### config.mk
export PLATFORM = sky130hd
export DESIGN_NAME = auto_count_ctrl_flat
export DESIGN_NICKNAME = d
export VERILOG_FILES = /design/src/rtl/auto_count_ctrl_if.sv /design/src/rtl/auto_count_ctrl.sv /design/src/flat_wrapper.sv
export SDC_FILE = /design/constraint.sdc
export NUM_CORES = 1
export LEC_CHECK = 0
export CORE_ASPECT_RATIO = 1.75
export CORE_MARGIN = 5
export CORE_UTILIZATION = 57
export CTS_CLUSTER_SIZE = 40
export DETAILED_ROUTE_END_ITERATION = 12
export PLACE_DENSITY = 0.78
export SLEW_MARGIN = 20
export SYNTH_ARGS = -nofsm -noshare
export SYNTH_HDL_FRONTEND = slang
export SYNTH_SLANG_ARGS = --single-unit
### constraint.sdc
create_clock -name clk -period 2.5 [get_ports clk]
set_input_delay 0.25 -clock clk [delete_from_list [all_inputs] [get_ports clk]]
set_output_delay 0.25 -clock clk [all_outputs]
set_load 0.01 [all_outputs]
### src/rtl/auto_count_ctrl_if.sv
// Command/status bundle between the board controls and the counter sequencer.
// The sequencer takes the slave side; the controlling side takes master.
interface auto_count_ctrl_if #(
    parameter int unsigned DIV_W = 25,
    parameter int unsigned CNT_W = 4
);
    logic             start;
    logic             stop;
    logic             step;
    logic             up_dn;
    logic             one_shot;
    logic             div_load;
    logic [DIV_W-1:0] div_val;
    logic [CNT_W-1:0] count;
    logic             tick;
    logic             busy;
    logic             done;
    logic [1:0]       state;

    modport master (
        output start, stop, step, up_dn, one_shot, div_load, div_val,
        input  count, tick, busy, done, state
    );

    modport slave (
        input  start, stop, step, up_dn, one_shot, div_load, div_val,
        output count, tick, busy, done, state
    );
endinterface

### src/rtl/auto_count_ctrl.sv
// Run-control sequencer for the 4-bit counter: programmable prescaler, count register and
// idle/run/pause/done sequencing with single-step and one-shot modes.
module auto_count_ctrl #(
    parameter int unsigned DIV_W   = 25,
    parameter int unsigned DEF_DIV = 25,
    parameter int unsigned CNT_W   = 4
) (
    input logic              clk,
    input logic              reset,
    auto_count_ctrl_if.slave ctrl_io
);

    typedef enum logic [1:0] {
        StIdle  = 2'b00,
        StRun   = 2'b01,
        StPause = 2'b10,
        StDone  = 2'b11
    } state_e;

    localparam logic [CNT_W-1:0] CntMax = {CNT_W{1'b1}};

    state_e           state_q, state_d;
    logic [CNT_W-1:0] count_q, count_d;
    logic             tick_q, tick_d;
    logic [DIV_W-1:0] div_cnt_q, div_cnt_d;
    logic [DIV_W-1:0] div_reg_q, div_reg_d;
    logic [DIV_W-1:0] shadow_q, shadow_d;
    logic             pend_q, pend_d;

    logic             cmd_stop, cmd_start, cmd_step;
    logic             wrap, do_tick, hit_term;
    logic [CNT_W-1:0] count_upd;

    // Priority stop > start > step; losers in the same cycle are dropped.
    assign cmd_stop  = ctrl_io.stop;
    assign cmd_start = ctrl_io.start & ~ctrl_io.stop;
    assign cmd_step  = ctrl_io.step & ~ctrl_io.stop & ~ctrl_io.start;

    assign wrap      = (state_q == StRun) && (div_cnt_q == div_reg_q);
    assign do_tick   = wrap || (cmd_step && (state_q == StIdle || state_q == StPause));
    assign count_upd = ctrl_io.up_dn ? count_q + CNT_W'(1) : count_q - CNT_W'(1);
    assign hit_term  = ctrl_io.one_shot && (count_upd == (ctrl_io.up_dn ? CntMax : '0));

    always_ff @(posedge clk) begin
        if (!reset) begin
            state_q   <= StIdle;
            count_q   <= '0;
            tick_q    <= 1'b0;
            div_cnt_q <= '0;
            div_reg_q <= DIV_W'(DEF_DIV);
            shadow_q  <= '0;
            pend_q    <= 1'b0;
        end else begin
            state_q   <= state_d;
            count_q   <= count_d;
            tick_q    <= tick_d;
            div_cnt_q <= div_cnt_d;
            div_reg_q <= div_reg_d;
            shadow_q  <= shadow_d;
            pend_q    <= pend_d;
        end
    end

    always_comb begin
        state_d = state_q;
        unique case (state_q)
            StIdle: begin
                if (cmd_start)                 state_d = StRun;
                else if (cmd_step && hit_term) state_d = StDone;
            end
            StRun: begin
                if (cmd_stop)              state_d = StPause;
                else if (wrap && hit_term) state_d = StDone;
            end
            StPause: begin
                if (cmd_stop)                  state_d = StIdle;
                else if (cmd_start)            state_d = StRun;
                else if (cmd_step && hit_term) state_d = StDone;
            end
            StDone: begin
                if (cmd_stop)       state_d = StIdle;
                else if (cmd_start) state_d = StRun;
            end
        endcase
    end

    always_comb begin
        count_d   = do_tick ? count_upd : count_q;
        tick_d    = do_tick;
        div_cnt_d = div_cnt_q;
        unique case (state_q)
            StIdle: begin
                if (cmd_stop) begin
                    count_d   = '0;
                    div_cnt_d = '0;
                end else if (cmd_start) begin
                    div_cnt_d = '0;
                end
            end
            StRun: begin
                if (wrap)           div_cnt_d = '0;
                else if (!cmd_stop) div_cnt_d = div_cnt_q + DIV_W'(1);
            end
            StPause: begin
                if (cmd_stop) begin
                    count_d   = '0;
                    div_cnt_d = '0;
                end
            end
            StDone: begin
                if (cmd_stop) begin
                    count_d   = '0;
                    div_cnt_d = '0;
                end else if (cmd_start) begin
                    count_d   = ctrl_io.up_dn ? '0 : CntMax;
                    div_cnt_d = '0;
                end
            end
        endcase
    end

    // Loads during RUN are deferred to the period boundary (or a pause) so the
    // period in flight is never cut short; a load landing on that edge applies directly.
    always_comb begin
        div_reg_d = div_reg_q;
        shadow_d  = shadow_q;
        pend_d    = pend_q;
        if (state_q == StRun) begin
            if (wrap || cmd_stop) begin
                if (ctrl_io.div_load)  div_reg_d = ctrl_io.div_val;
                else if (pend_q)       div_reg_d = shadow_q;
                pend_d = 1'b0;
            end else if (ctrl_io.div_load) begin
                shadow_d = ctrl_io.div_val;
                pend_d   = 1'b1;
            end
        end else if (ctrl_io.div_load) begin
            div_reg_d = ctrl_io.div_val;
        end
    end

    always_comb begin
        ctrl_io.count = count_q;
        ctrl_io.tick  = tick_q;
        ctrl_io.busy  = (state_q == StRun);
        ctrl_io.done  = (state_q == StDone);
        ctrl_io.state = state_q;
    end

endmodule

### src/flat_wrapper.sv
// flat-port wrapper written by rule: the top's interface ports become plain ports
module auto_count_ctrl_flat 
#(
    parameter int unsigned DIV_W   = 25,
    parameter int unsigned DEF_DIV = 25,
    parameter int unsigned CNT_W   = 4
)
  (clk, reset, ctrl_io_start, ctrl_io_stop, ctrl_io_step, ctrl_io_up_dn, ctrl_io_one_shot, ctrl_io_div_load, ctrl_io_div_val, ctrl_io_count, ctrl_io_tick, ctrl_io_busy, ctrl_io_done, ctrl_io_state);
  auto_count_ctrl_if #(.DIV_W(DIV_W), .CNT_W(CNT_W)) ctrl_io_i ();
  input logic clk;
  input logic reset;
  input wire logic [$bits(ctrl_io_i.start)-1:0] ctrl_io_start;
  input wire logic [$bits(ctrl_io_i.stop)-1:0] ctrl_io_stop;
  input wire logic [$bits(ctrl_io_i.step)-1:0] ctrl_io_step;
  input wire logic [$bits(ctrl_io_i.up_dn)-1:0] ctrl_io_up_dn;
  input wire logic [$bits(ctrl_io_i.one_shot)-1:0] ctrl_io_one_shot;
  input wire logic [$bits(ctrl_io_i.div_load)-1:0] ctrl_io_div_load;
  input wire logic [$bits(ctrl_io_i.div_val)-1:0] ctrl_io_div_val;
  output wire logic [$bits(ctrl_io_i.count)-1:0] ctrl_io_count;
  output wire logic [$bits(ctrl_io_i.tick)-1:0] ctrl_io_tick;
  output wire logic [$bits(ctrl_io_i.busy)-1:0] ctrl_io_busy;
  output wire logic [$bits(ctrl_io_i.done)-1:0] ctrl_io_done;
  output wire logic [$bits(ctrl_io_i.state)-1:0] ctrl_io_state;
  assign ctrl_io_i.start = ctrl_io_start;
  assign ctrl_io_i.stop = ctrl_io_stop;
  assign ctrl_io_i.step = ctrl_io_step;
  assign ctrl_io_i.up_dn = ctrl_io_up_dn;
  assign ctrl_io_i.one_shot = ctrl_io_one_shot;
  assign ctrl_io_i.div_load = ctrl_io_div_load;
  assign ctrl_io_i.div_val = ctrl_io_div_val;
  assign ctrl_io_count = ctrl_io_i.count;
  assign ctrl_io_tick = ctrl_io_i.tick;
  assign ctrl_io_busy = ctrl_io_i.busy;
  assign ctrl_io_done = ctrl_io_i.done;
  assign ctrl_io_state = ctrl_io_i.state;
  auto_count_ctrl #(.DIV_W(DIV_W), .DEF_DIV(DEF_DIV), .CNT_W(CNT_W)) u_core (.clk(clk), .reset(reset), .ctrl_io(ctrl_io_i));
endmodule
Yosys cells after proc, flatten, opt, wreduce, memory -nomap -nowiden
Index checks and enable logic that the tools add are counted.
Widths: inputs -> output; s select.
{ "word_totals": {"inputBits": 33, "output_inout_bits": 9, "reg_bits": 83} }
{ "op_classes": {"add_sub_neg": 3, "bitwise": 6, "n_mux": 29, "eq_ne": 12, "reduce_logical": 18} }
{ "ops": {"columns": ["cell", "n"], "rows": [
  ["$mux 25", 10],
  ["$pmux 25 s3", 1],
  ["$mux 4", 7],
  ["$add 25x1->25 const B", 1],
  ["$eq 25x25->1", 1],
  ["$mux 2", 7],
  ["$ne 3x2->1 const B", 4],
  ["$reduce_and 3->1", 3],
  ["$pmux 2 s4", 1],
  ["$pmux 4 s2", 1],
  ["$logic_and 1x1->1", 5],
  ["$add 4x1->4 const B", 1],
  ["$eq 2x2->1 const B", 2],
  ["$eq 4x4->1", 1],
  ["$reduce_and 2->1", 2],
  ["$reduce_bool 2->1", 2],
  ["$reduce_or 2->1", 2],
  ["$sub 4x1->4 const B", 1],
  ["$and 1x1->1", 3],
  ["$logic_or 1x1->1", 3],
  ["$ne 3x1->1 const B", 1],
  ["$not 1->1", 3],
  ["$eq 2x1->1 const B", 1],
  ["$logic_not 2->1", 1],
  ["3 further kinds", 4]
]} }

Longest topological paths before layout
{ "logic_depth": {"word_depth": 9, "depth_mapped": 10} }

Least setup slack after synthesis
No wires, ideal clock.
{ "synth_timing": {"kind": "flip-flop to flip-flop", "from": "register u_core.state_q[1], in the netlist u_core.ctrl_io.state[1]", "to": "register u_core.div_reg_q[3]", "required_time_ps": 2380, "setup_slack_ps": 114, "stages_incl_launch_ff": 10, "t_arrival_ps": 2266, "period_less_slack_ps": 2386, "setup_time_ps": 120, "path_cell_list": "dfxtp_1 -> inv_1 -> ha_1 -> clkbuf_1 -> nand2b_1 -> clkbuf_1 -> buf_1 -> mux2i_1 -> nand4_1 -> o31a_1"} }
{ "synth_via": {"elab_chain_cells": 5, "word_cells_on_any_way": 8} }
{ "synth_rtl": {"columns": ["item", "line_no", "text"], "rows": [
  ["from (decl)", "auto_count_ctrl.sv:22", "state_e state_q, state_d;"],
  ["from (signal assigned)", "auto_count_ctrl.sv:46", "state_q <= StIdle;"],
  ["from (signal assigned)", "auto_count_ctrl.sv:54", "state_q <= state_d;"],
  ["$eq 2x1->1 (*)", null, null],
  ["via ctrl_io_busy", "flat_wrapper.sv:21", "output wire logic [$bits(ctrl_io_i.busy)-1:0] ctrl_io_busy;"],
  ["$logic_and 1x1->1", "auto_count_ctrl.sv:39", "assign wrap = (state_q == StRun) && (div_cnt_q == div_reg_q);"],
  ["$logic_or 1x1->1", "auto_count_ctrl.sv:129", "if (wrap || cmd_stop) begin"],
  ["$ne 3x2->1 (no line) / $ne 2x1->1 (equally long branches)", null, null],
  ["$reduce_and 3->1 (no line)", null, null],
  ["to (signal assigned)", "auto_count_ctrl.sv:50", "div_reg_q <= DIV_W'(DEF_DIV);"],
  ["to (signal assigned)", "auto_count_ctrl.sv:58", "div_reg_q <= div_reg_d;"],
  ["to (decl)", "auto_count_ctrl.sv:26", "logic [DIV_W-1:0] div_reg_q, div_reg_d;"]
]} }
Mark *: on every way through the listed nets, which the timed path passes. The rest lies on a longest branch.
A chain may end at the register's enable or synchronous reset.

Final worst setup path
{ "layout_timing": {"from": "input ctrl_io_up_dn", "to": "register u_core.state_q[0], in the netlist u_core.ctrl_io.state[0]"} }
{ "layout_via": {"elab_chain_cells": 8, "word_cells_on_any_way": 12} }
{ "layout_rtl": {"columns": ["item", "line_no", "text"], "rows": [
  ["from (decl)", "flat_wrapper.sv:15", "input wire logic [$bits(ctrl_io_i.up_dn)-1:0] ctrl_io_up_dn;"],
  ["$mux 4 (on tied branches)", "auto_count_ctrl.sv:41, auto_count_ctrl.sv:42", null],
  ["$eq 4x4->1 (*)", "auto_count_ctrl.sv:42", "assign hit_term = ctrl_io.one_shot && (count_upd == (ctrl_io.up_dn ? CntMax : '0));"],
  ["$logic_and 1x1->1 (*)", "auto_count_ctrl.sv:42", null],
  ["$logic_and 1x1->1", "auto_count_ctrl.sv:69, auto_count_ctrl.sv:78", null],
  ["$mux 2 (3 in series)", null, null],
  ["$pmux 2 s4", null, null]
]} }
Every way passes the cells marked *; elsewhere a longest branch is shown, timed or not.

==> impl_metrics.csv <==
group,metric,value,unit
route,drt_first_pass_iters,5,
timing,finalSetupViolCount,0,
setup_path,crit_path_start_kind,"input port",
clock_network,clock_latency,0.34,ns
die,core,7510,um2
placed_design,port_buffers,41,
layout,final_area,5350,um2
power,intPower,2.59,mW
power,swShare,0.249,
clock_network,cts_buffers,9,
setup_path,arrival,2.59,ns
placed_design,dp_hpwl,7890,um
synthesis,synth_top_area_frac,0.379,
setup_path,end_kind,"flop",
layout,fin_nets,608,
placed_design,gp_congestion,0.964,
timing,slew_headroom,0.544,
power,vdd_drop_max,0.586,mV
power,comb_power_share,0.146,
synthesis,ys_ff_latch,83,
die,dieArea,9610,um2
placed_design,dp_cells,644,
setup_path,slowest_delay,0.54,ns
route,initialDrtViolationCount,398,
placed_design,dp_slack,-0.228,ns
synthesis,yosysTopAreaCell,"dfxtp_1",
route,vias,4139,
route,drt_wl_total,10900,um
synthesis,synth.net_count,565,
layout,post-route-util,0.712,
timing,hold_ws,0.321,ns
synthesis,synth.distinct_cells,56,
clock_network,clk_pin_slew_worst_paths,0.06,ns
layout,final_cells,660,
power,power_leakage,2.14,nW
route,drcViolationCount,0,
synthesis,ys.warnings.count,0,
timing,setup_ws,0.140,ns
clock_network,clock_path_buffers,2,
timing,fin_skew,0.00562,ns
power,cellPowerDensity,644,nW/um2
layout,areaGrowthSynthToFinish,22.1,%
placed_design,place_area,4970,um2
global_route,grt_pass1_vias,3906,
route,wire_per_inst,16.4,um
die,die_x,76.3,um
power,p_switching,0.856,mW
layout,diodes,0,
synthesis,yosys-top-cells-count,"dfxtp_1, nand3_1, nand2_1",
synthesis,synth_ff_type,"dfxtp_1",
clock_network,post_cts_buffers,0,
layout,final_layout_size_suffix_gt1_frac,0.0927,
route,drtAntennaViolNets,0,
setup_path,critPathKind,"input port to flop",
route,viasPerCell,6.27,
synthesis,netlist_area,4380,um2
synthesis,ys_seq_area_frac,0.379,
layout,num-fill-cells,589,
synthesis,synth.most_common_cell,"dfxtp_1",
min_path,min_path_type,"input port to flop",
timing,min_period,2.36,ns
timing,fin_crit_sh,0.944,
synthesis,synthTopCellsByArea,"dfxtp_1, nand3_1, mux2i_1, xnor2_1, o211a_1",
setup_path,path_cells,"clkdlybuf4s50_1 > inv_1 > ha_1 > a21oi_1 > a21boi_0 > nor4b_2 > buf_4 > and4_1 > a211oi_1 > o221a_2",
status,status,"finished clean",
timing,setup_tns,0,ns
global_route,grt_max_degree,62,
setup_path,cp_max_fo,4,
global_route,overflow,0,
timing,finalHoldViolations,0,
die,io_pins,42,
clock_network,clock-sinks,83,
power,finalPower,3.44,mW
setup_path,required,2.73,ns
synthesis,avgSynthCellArea,8.36,um2
setup_path,rrSetupSlack,0.16,ns
job,maxCapViolCount,0,
power,power_frac_clock,0.441,
synthesis,synthCells,524,
clock_network,cts_resized,0,
clock_network,cts_hold_buffers,0,
die,initial_core_util,0.583,
global_route,gr-usage-all-layers,0.229,
global_route,grt_pass1_wl,18300,um
setup_path,cp_slowest_cell,"clkdlybuf4s50_1",
synthesis,synth_edf_count,0,
clock_network,tritoncts,"yes",
timing,fmax,424,MHz
power,p_seq_frac,0.413,
global_route,antenna_found_initial,0,
synthesis,synthArstFlopShare,0,
clock_network,h-tree-depth,3,
timing,worst_pin_slew,0.680,ns
clock_network,root_buffer,"clkbuf_16",
timing,maxSlewViolCount,0,
die,die_y,126,um
die,num_rows,42,
[cell families (layout without fill, tap and decap cells)]
| kind of cell | count (synthesis) | count (layout) | share of synthesized area |
|---|---|---|---|
| AOI/OAI and AO/OA | 136 | 136 | 0.204 |
| and+or+nand+nor | 194 | 194 | 0.230 |
| muxes | 26 | 26 | 0.0594 |
| adders and majority gates | 8 | 8 | 0.0246 |
| buffers and inverters | 48 | 96 | 0.0443 |
| DFF | 83 | 83 | 0.379 |
| xor gates and xnor gates | 29 | 29 | 0.0580 |
[power by group through the flow]
stage                     Sequential (mW)  Clock [mW]  Combinational, mW
after CTS                            1.42        1.53              0.492
after global placement               1.45           0              0.474
after global routing                 1.43        1.60              0.549
final                                1.42        1.52              0.501
after detailed placement             1.45           0              0.487
after floorplan                      1.44           0              0.319
[worst paths after layout]
kind,from,end,cells after the start
worst max-delay path,ctrl_io_up_dn,u_core.ctrl_io.state[0],10
worst min-delay path,reset,u_core.div_reg_q[5],2
worst max register to register,u_core.ctrl_io.count[1],u_core.ctrl_io.state[0],9
worst min register to register,u_core.shadow_q[12],u_core.shadow_q[12],2
[registers in the layout (all words and copies together) (netlist names)]
name,count
u_core.div_cnt_q,25
u_core.ctrl_io.count,4
u_core.ctrl_io.tick,1
u_core.shadow_q,25
u_core.pend_q,1
u_core.ctrl_io.state,2
u_core.div_reg_q,25
[cell type report]
cell class / instances / area, um2 / area share
well taps: 88 / 110 / 0.0206
flip-flops and latches: 83 / 1660 / 0.311
inverters: 12 / 45.0 / 0.00842
clock buffers: 10 / 229 / 0.0428
multi-input cells: 393 / 2570 / 0.480
clock inverters: 6 / 113 / 0.0211
repair buffers: 68 / 621 / 0.116
[metal layers]
layer / routed length, um / GRT usage / up-vias
li1: - / - / 2012
met1: 4400 / 0.268 / 1966
met2: 5570 / 0.394 / 125
met3: 478 / 0.0414 / 36
met4: 408 / 0.120 / 0
met5: 0 / 0 / -
[critical path: cells and delay by family]
kind / cells / cell delay [ns]
fa+ha+maj: 1 / 0.35
compound gates: 4 / 0.67
buf+inv: 3 / 0.82
simple gates: 2 / 0.50
[cells in the final DEF, fill, tap and decap left out, types with 2 or more instances in the layout]
cell,synthesis,routed
dfxtp_1,83,82
and4_1,3,3
clkdlybuf4s50_1,0,40
nor2b_1,2,2
bufinv_16,0,3
a31oi_1,5,5
a41oi_1,2,2
nor4_1,2,2
o211a_1,22,22
nand4b_1,2,2
o31a_1,3,3
inv_1,12,12
nor3_1,5,5
or3_1,10,10
nand4_1,20,20
nor2_1,13,13
nand3_1,62,62
and2_1,2,2
a21oi_1,35,35
o21a_1,2,2
clkbuf_16,0,9
nor4_4,1,2
o21ai_0,41,41
xnor2_1,28,27
ha_1,7,7
and3_1,3,3
a21o_1,4,4
or4_1,6,6
buf_4,2,26
o31ai_1,4,4
a211oi_1,4,3
nand2b_1,2,2
nand2_1,55,55
mux2i_1,26,26
(Power assumes the default switching activity.)
